<file path="config.mk">
export PLATFORM = sky130hd
export DESIGN_NAME = div_sign_fix
export DESIGN_NICKNAME = d
export VERILOG_FILES = /design/src/rtl/div_pkg.sv /design/src/rtl/cond_neg.sv /design/src/rtl/div_sign_fix.sv
export SDC_FILE = /design/constraint.sdc
export NUM_CORES = 1
export LEC_CHECK = 0
export ABC_CLOCK_PERIOD_IN_PS = 2800
export CORE_UTILIZATION = 48
export CTS_CLUSTER_DIAMETER = 50
export DETAILED_ROUTE_END_ITERATION = 16
export PLACE_DENSITY = 0.83
export SYNTH_ARGS = -nofsm -noshare
export SYNTH_HDL_FRONTEND = slang
export SYNTH_SLANG_ARGS = --single-unit
</file>
<file path="constraint.sdc">
create_clock -name clk -period 2.8 [get_ports clk]
set_input_delay 0.56 -clock clk [delete_from_list [all_inputs] [get_ports clk]]
set_output_delay 0.56 -clock clk [all_outputs]
set_load 0.03 [all_outputs]
</file>
<file path="src/rtl/div_pkg.sv">
// Shared types and constants for the signed division path.
package div_pkg;

  localparam int WIDTH = 8;

  typedef enum logic [1:0] {
    IDLE  = 2'd0,
    BLANK = 2'd1,
    WAIT  = 2'd2,
    HOLD  = 2'd3
  } state_t;

  // Extremes of the default-width signed range; the top derives the same
  // values for whatever WIDTH it is built with.
  localparam logic [WIDTH-1:0] DIV_MIN = 8'h80;
  localparam logic [WIDTH-1:0] DIV_MAX = 8'h7F;

endpackage

</file>
<file path="src/rtl/cond_neg.sv">
// Conditional two's-complement negation, result truncated to WIDTH bits.
module cond_neg #(
  parameter int WIDTH = div_pkg::WIDTH
) (
  input  logic [WIDTH-1:0] x,
  input  logic             neg,
  output logic [WIDTH-1:0] y
);

  assign y = neg ? (~x + {{(WIDTH-1){1'b0}}, 1'b1}) : x;

endmodule

</file>
<file path="src/rtl/div_sign_fix.sv">
// Signed fix-up stage behind the unsigned restoring divider: latches operand
// signs at start, corrects quotient/remainder signs and holds the result.
module div_sign_fix
  import div_pkg::*;
#(
  parameter int WIDTH = div_pkg::WIDTH
) (
  input  logic             clk,
  input  logic             rst,
  input  logic             start,
  input  logic [WIDTH-1:0] inbus1,
  input  logic [WIDTH-1:0] inbus2,
  input  logic [WIDTH-1:0] cat_u,
  input  logic [WIDTH-1:0] rest_u,
  input  logic             div_done,
  input  logic             out_ready,
  output logic             out_valid,
  output logic [WIDTH-1:0] cat,
  output logic [WIDTH-1:0] rest,
  output logic             div_zero,
  output logic             ovf,
  output logic             busy
);

  localparam logic [WIDTH-1:0] MIN_V = {1'b1, {(WIDTH-1){1'b0}}};
  localparam logic [WIDTH-1:0] MAX_V = {1'b0, {(WIDTH-1){1'b1}}};

  // Handshake: the result is offered with out_valid and held unchanged until
  // the edge where out_valid && out_ready are both high; out_valid then drops.
  state_t           state_q, state_d;
  logic             s1_q, s1_d, s2_q, s2_d, z_q, z_d, o_q, o_d;
  logic [WIDTH-1:0] dividend_q, dividend_d;
  logic             out_valid_q, out_valid_d;
  logic [WIDTH-1:0] cat_q, cat_d, rest_q, rest_d;
  logic             div_zero_q, div_zero_d, ovf_q, ovf_d;
  logic             busy_q, busy_d;
  logic [WIDTH-1:0] cat_fix, rest_fix;

  cond_neg #(.WIDTH(WIDTH)) u_neg_cat (
    .x   (cat_u),
    .neg (s1_q ^ s2_q),
    .y   (cat_fix)
  );

  cond_neg #(.WIDTH(WIDTH)) u_neg_rest (
    .x   (rest_u),
    .neg (s1_q),
    .y   (rest_fix)
  );

  always_comb begin
    state_d     = state_q;
    s1_d        = s1_q;
    s2_d        = s2_q;
    z_d         = z_q;
    o_d         = o_q;
    dividend_d  = dividend_q;
    out_valid_d = out_valid_q;
    cat_d       = cat_q;
    rest_d      = rest_q;
    div_zero_d  = div_zero_q;
    ovf_d       = ovf_q;
    case (state_q)
      IDLE: begin
        if (start) begin
          s1_d       = inbus1[WIDTH-1];
          s2_d       = inbus2[WIDTH-1];
          z_d        = (inbus2 == '0);
          o_d        = (inbus1 == MIN_V) && (inbus2 == '1);
          dividend_d = inbus1;
          state_d    = BLANK;
        end
      end
      // The divider's done flag may still be high from the last operation.
      BLANK: state_d = WAIT;
      WAIT: begin
        if (div_done) begin
          out_valid_d = 1'b1;
          state_d     = HOLD;
          cat_d       = cat_fix;
          rest_d      = rest_fix;
          div_zero_d  = 1'b0;
          ovf_d       = 1'b0;
          if (z_q) begin
            cat_d      = '0;
            rest_d     = dividend_q;
            div_zero_d = 1'b1;
          end else if (o_q) begin
            cat_d  = MAX_V;
            rest_d = '0;
            ovf_d  = 1'b1;
          end
        end
      end
      HOLD: begin
        if (out_ready) begin
          out_valid_d = 1'b0;
          state_d     = IDLE;
        end
      end
      default: state_d = IDLE;
    endcase
    busy_d = (state_d != IDLE);
  end

  always_ff @(posedge clk) begin
    if (rst) begin
      state_q     <= IDLE;
      s1_q        <= 1'b0;
      s2_q        <= 1'b0;
      z_q         <= 1'b0;
      o_q         <= 1'b0;
      dividend_q  <= '0;
      out_valid_q <= 1'b0;
      cat_q       <= '0;
      rest_q      <= '0;
      div_zero_q  <= 1'b0;
      ovf_q       <= 1'b0;
      busy_q      <= 1'b0;
    end else begin
      state_q     <= state_d;
      s1_q        <= s1_d;
      s2_q        <= s2_d;
      z_q         <= z_d;
      o_q         <= o_d;
      dividend_q  <= dividend_d;
      out_valid_q <= out_valid_d;
      cat_q       <= cat_d;
      rest_q      <= rest_d;
      div_zero_q  <= div_zero_d;
      ovf_q       <= ovf_d;
      busy_q      <= busy_d;
    end
  end

  assign out_valid = out_valid_q;
  assign cat       = cat_q;
  assign rest      = rest_q;
  assign div_zero  = div_zero_q;
  assign ovf       = ovf_q;
  assign busy      = busy_q;

endmodule

</file>
Word level (Yosys, flattened, before mapping)
Cells that the tools add are included.
{"block": "classes", "n_eq_ne": 7, "n_reduce_logical": 8, "bitwise_logic": 3, "n_addsub": 2, "muxes": 16}
{"operator": "8-bit 2-to-1 mux", "count": 6}
{"operator": "8-bit by 1-bit adder with 8-bit output (second input constant)", "count": 2}
{"operator": "8-bit == test (second input constant)", "count": 2}
{"operator": "8-bit NOT", "count": 2}
{"operator": "8-bit logical NOT", "count": 1}
{"operator": "2-bit case mux with 4 select lines", "count": 1}
{"operator": "2-bit 2-to-1 mux", "count": 3}
{"operator": "1-bit 2-to-1 mux", "count": 5}
{"operator": "2-bit == test (second input constant)", "count": 2}
{"operator": "2-bit inequality test (second input constant)", "count": 2}
{"operator": "2-bit AND reduction", "count": 2}
{"operator": "2-bit nonzero test", "count": 2}
{"operator": "3-bit AND reduction", "count": 1}
{"operator": "2-bit by 1-bit == test with 1-bit output (second input constant)", "count": 1}
{"operator": "2-bit logical NOT", "count": 1}
{"operator": "1-bit case mux with 2 select lines", "count": 1}
{"operator": "1-bit logical AND", "count": 1}
{"operator": "1-bit bitwise XOR", "count": 1}
{"block": "totals", "output_inout_bits": 20, "elab_cells": 48, "register_bits": 34, "input_bits": 37}

Logic depth before layout (Yosys ltp)
{"block": "depth", "depth_word": 5, "ltp_mapped": 6, "depth_no_buf": 6}

By module
A second synthesis with hierarchy kept.
{"block": "unflattened", "hier_cells": 205, "area_unflattened_um2": 1690.4}
{"module": "div_sign_fix", "area_each_um2": 1347.5, "instances": 1, "cells_per_inst": 163}
{"module": "cond_neg", "area_each_um2": 171.4, "instances": 2, "cells_per_inst": 21}

Worst setup path before layout
No wires, ideal clock.
{"block": "synth_path", "kind": "input to register", "start": "input port rest_u[4]", "end": "register rest_q[7], in the netlist rest[7]", "required_ns": 2.679, "stages": 4, "path_slack_ns": 1.150, "setup_ns": 0.121, "arrival_ns": 1.528, "path_buffers": 0, "cell_sequence": "or4_4 > o41ai_4 > xor2_1 > o21ai_1"}
{"block": "synth_via", "elab_chain_cells": 5}
{"element": "from (decl)", "line": "div_sign_fix.sv:14", "source": "input logic [WIDTH-1:0] rest_u,"}
{"element": "8-bit NOT", "line": "cond_neg.sv:10", "source": "assign y = neg ? (~x + {{(WIDTH-1){1'b0}}, 1'b1}) : x;"}
{"element": "8-bit by 1-bit adder with 8-bit output", "line": "cond_neg.sv:10"}
{"element": "8-bit 2-to-1 mux", "line": "cond_neg.sv:10"}
{"element": "8-bit 2-to-1 mux", "line": "div_sign_fix.sv:88", "source": "end else if (o_q) begin"}
{"element": "8-bit 2-to-1 mux", "line": "div_sign_fix.sv:84", "source": "if (z_q) begin"}
{"element": "to (signal assigned)", "line": "div_sign_fix.sv:129", "source": "rest_q <= rest_d;"}
{"element": "to (decl)", "line": "div_sign_fix.sv:34", "source": "logic [WIDTH-1:0] cat_q, cat_d, rest_q, rest_d;"}
Every way passes these cells.
A chain may end at the register's enable or synchronous reset.

Worst setup path after layout
{"block": "layout_path", "start": "register out_valid_q, in the netlist out_valid", "end": "output port out_valid"}
{"element": "from (decl)", "line": "div_sign_fix.sv:33", "source": "logic out_valid_q, out_valid_d;"}
{"element": "from (signal assigned)", "line": "div_sign_fix.sv:127", "source": "out_valid_q <= out_valid_d;"}
{"element": "to (decl)", "line": "div_sign_fix.sv:17", "source": "output logic out_valid,"}
No word-level cell between the ends.

==> results_dict.tcl <==
set metrics [dict create \
    min_to "div_zero" \
    setup.worst_path.end_class "output port" \
    tightest_slew_ns 0.755 \
    sw_frac_of_total_pct 30.3 \
    crit_reg_reg_endpoint "cat[4]" \
    grt_max_degree 30 \
    final_antenna_net_count 0 \
    die_width_um 60.1 \
    crit_chain "clkdlybuf4s50_1" \
    grt_first_pass_wirelength_um 6710 \
    power.share.combinational_pct 23.8 \
    status "finished, final reports clean" \
    cp.buffers_inverters 1 \
    syn-instance-count 203 \
    gp_congestion 0.819 \
    clock_sinks 33 \
    antenna_found_initial 0 \
    cts-htree-levels 2 \
    relSlewSlack_pct 49.3 \
    postCtsHoldBufs 0 \
    num_rows 20 \
    yosys_reg_bits 33 \
    drt_pass_1_iters 4 \
    core_area_um2 3130 \
    mappedNetlistArea_um2 1620 \
    clockBufferDepth 2 \
    timing.final.hold_violations 0 \
    post-cts-setup-buffer-count 0 \
    number_of_global_route_vias_before_repair 1542 \
    grt_overflow_total 0 \
    ff2ff_setup_slack_ns 1.07 \
    power_density_nw_per_um2 450 \
    critPathMaxFanout 3 \
    min_from "div_zero" \
    synthArstFlopShare_pct 0 \
    power_leakage_uw 0.000801 \
    post_route_cells_drive_above_1_share_pct 5.84 \
    grt_setup_unrepaired "no" \
    cts_buffers 5 \
    detail_route.vias_per_cell 5.62 \
    layout.cells.most_common "sky130_fd_sc_hd__clkdlybuf4s50_1" \
    layout.cells.most_common_list "sky130_fd_sc_hd__clkdlybuf4s50_1, sky130_fd_sc_hd__dfxtp_1, sky130_fd_sc_hd__nand2_1" \
    io_buffers 56 \
    dp.final_hpwl_um 2920 \
    intPower_uw 708 \
    final_nets 295 \
    finalWorstPathRequiredPeriod_ns 1.95 \
    starting_density_of_the_core_pct 51.9 \
    ys.warnings.count 0 \
    skew_final_ns 0.00284 \
    slew_violations 0 \
    worstPathRequired_ns 2.24 \
    dpl-instance-area_um2 2210 \
    cell_class_contributing_the_biggest_share_of_worst_path_delay "buffers and inverters" \
    worstSetupPathType "flop to output port" \
    post_synthesis_net_count 242 \
    finish.instance_area_um2 2260 \
    yosysSeqAreaShare_pct 40.7 \
    detail_route.iter0.violations 89 \
    synthesis.area_per_instance_um2 7.99 \
    drt-wirelength-per-cell_um 13.2 \
    max_cap_viol_count 0 \
    area_growth_syn_to_layout_pct 39.2 \
    setup_tns_ns 0 \
    ir_worst_vdd_v 0.000297 \
    fmaxAchievable_mhz 514 \
    cts-resized-gates 0 \
    cts-root-buf "sky130_fd_sc_hd__clkbuf_4" \
    cp-start-kind "flop" \
    critPathMaxStageDelay_ns 0.68 \
    dieArea_um2 3620 \
    hold_path.class "flop to flop" \
    r2r_cells 4 \
    power_frac_clock_pct 25.5 \
    die_y_extent_um 60.1 \
    seqPwrFrac_pct 50.7 \
    clkLatencyLatePin_ns 0.34 \
    synth.distinct_cells 42 \
    post_synth_main_area_contributors "sky130_fd_sc_hd__dfxtp_1, sky130_fd_sc_hd__a21oi_1, sky130_fd_sc_hd__nand2_1" \
    worstHoldPathCells 2 \
    fin_crit_sh_pct 69.5 \
    critical_path.reg2reg.startpoint "s1_q" \
    critPathArrivalTime_ns 1.39 \
    post-route-drc-count 0 \
    synth-edff-count 0 \
    cp_slowest_cell "sky130_fd_sc_hd__clkdlybuf4s50_1" \
    synth.largest_area_cell "sky130_fd_sc_hd__dfxtp_1" \
    wirelength_um 3970 \
    ports_placed_on_the_boundary 57 \
    synth_top_cell_area_share_pct 40.7 \
    route.vias.total 1692 \
    clk_pin_slew_worst_paths_ns 0.10 \
    antenna_cells_inserted 0 \
    ys.flop_type "sky130_fd_sc_hd__dfxtp_1" \
    cts_tree "yes" \
    report.final.setup_viol 0 \
    net_switching_power_figure_uw 308 \
    globalRouteTotalUtil_pct 24.9 \
]
-- metal layers --
layer  part of all wire, %  vias to the layer above  global-route usage [%]
li1                      -                      837                       -
met3                   7.6                        6                    7.36
met5                     0                        -                       0
met1                    43                      779                    31.3
met4                   1.3                        0                    8.97
met2                    49                       70                    39.9
-- Yosys cell counts, drive strengths merged, types with 7 or more instances --
library cell,instances
nor3,10
nand3,8
dfxtp,33
o21ai,9
clkbuf,8
nand2,28
nor2,11
inv,7
a21oi,23
-- area by class of cell --
cell class                      instances  area (um^2)
Clock buffer                            6         41.3
Clock inverter                          2         10.0
Fill cell                             262          870
Inverter                                7         26.3
Multi-Input combinational cell        150          882
Sequential cell                        33          661
Tap cell                               44         55.1
Timing Repair Buffer                   59          583
-- metrics by stage --
stage | hold WS (ns) | util, % | cells | power (uW) | setup slack (ns)
after detailed placement | 0.446 | 70.6 | 293 | 766 | 0.507
after global routing | 0.477 | 72.2 | 301 | 1070 | 0.793
after global placement | 0.437 | 70.6 | 293 | 762 | 0.582
after floorplan | 0.432 | - | 203 | 654 | 1.15
final | 0.459 | 72.2 | 301 | 1020 | 0.854
after CTS | 0.460 | 72.2 | 301 | 1020 | 0.843
-- worst max-delay path by stage --
stage               from   endpoint  depth (start not counted)
2_1_floorplan  rest_u[4]    rest[7]                          4
3_3_place_gp   rest_u[0]    rest[2]                          7
3_5_place_dp   rest_u[0]    rest[2]                          7
4_1_cts        out_valid  out_valid                          1
5_1_grt        rest_u[1]    rest[2]                          7
6_report       out_valid  out_valid                          1
-- logic make-up (layout without fill, tap and decap cells) --
logic type               after synthesis  in the layout  synth area share [%]
AO/OA/AOI/OAI                         56             56                  22.1
XOR/XNOR                               9              9                  4.86
adder cells (fa/ha/maj)                2              2                  1.54
buffers and inverters                 20             74                  4.93
flip-flops                            33             33                  40.7
AND/OR/NAND/NOR                       83             83                  25.9
-- power groups by stage --
stage	clock network, uW	registers [uW]	logic, uW
finish	260	515	241
floorplan	0	546	108
global route	286	519	264
CTS	261	515	241
detailed placement	0	526	240
global placement	0	525	237
-- worst register-to-register path: stages (launching register included) --
cell,delay (ns)
sky130_fd_sc_hd__dfxtp_1,0.46
sky130_fd_sc_hd__xnor2_1,0.67
sky130_fd_sc_hd__or3_1,0.20
sky130_fd_sc_hd__a31oi_1,0.08
sky130_fd_sc_hd__a31o_2,0.22
-- state kept, by name, summed over array words and instances (netlist names) --
signal,count
div_zero,1
cat,8
o_q,1
z_q,1
rest,8
busy,1
s1_q,1
ovf,1
out_valid,1
dividend_q,7
state_q,2
s2_q,1
Note: power is estimated with default switching activity, not from simulation.
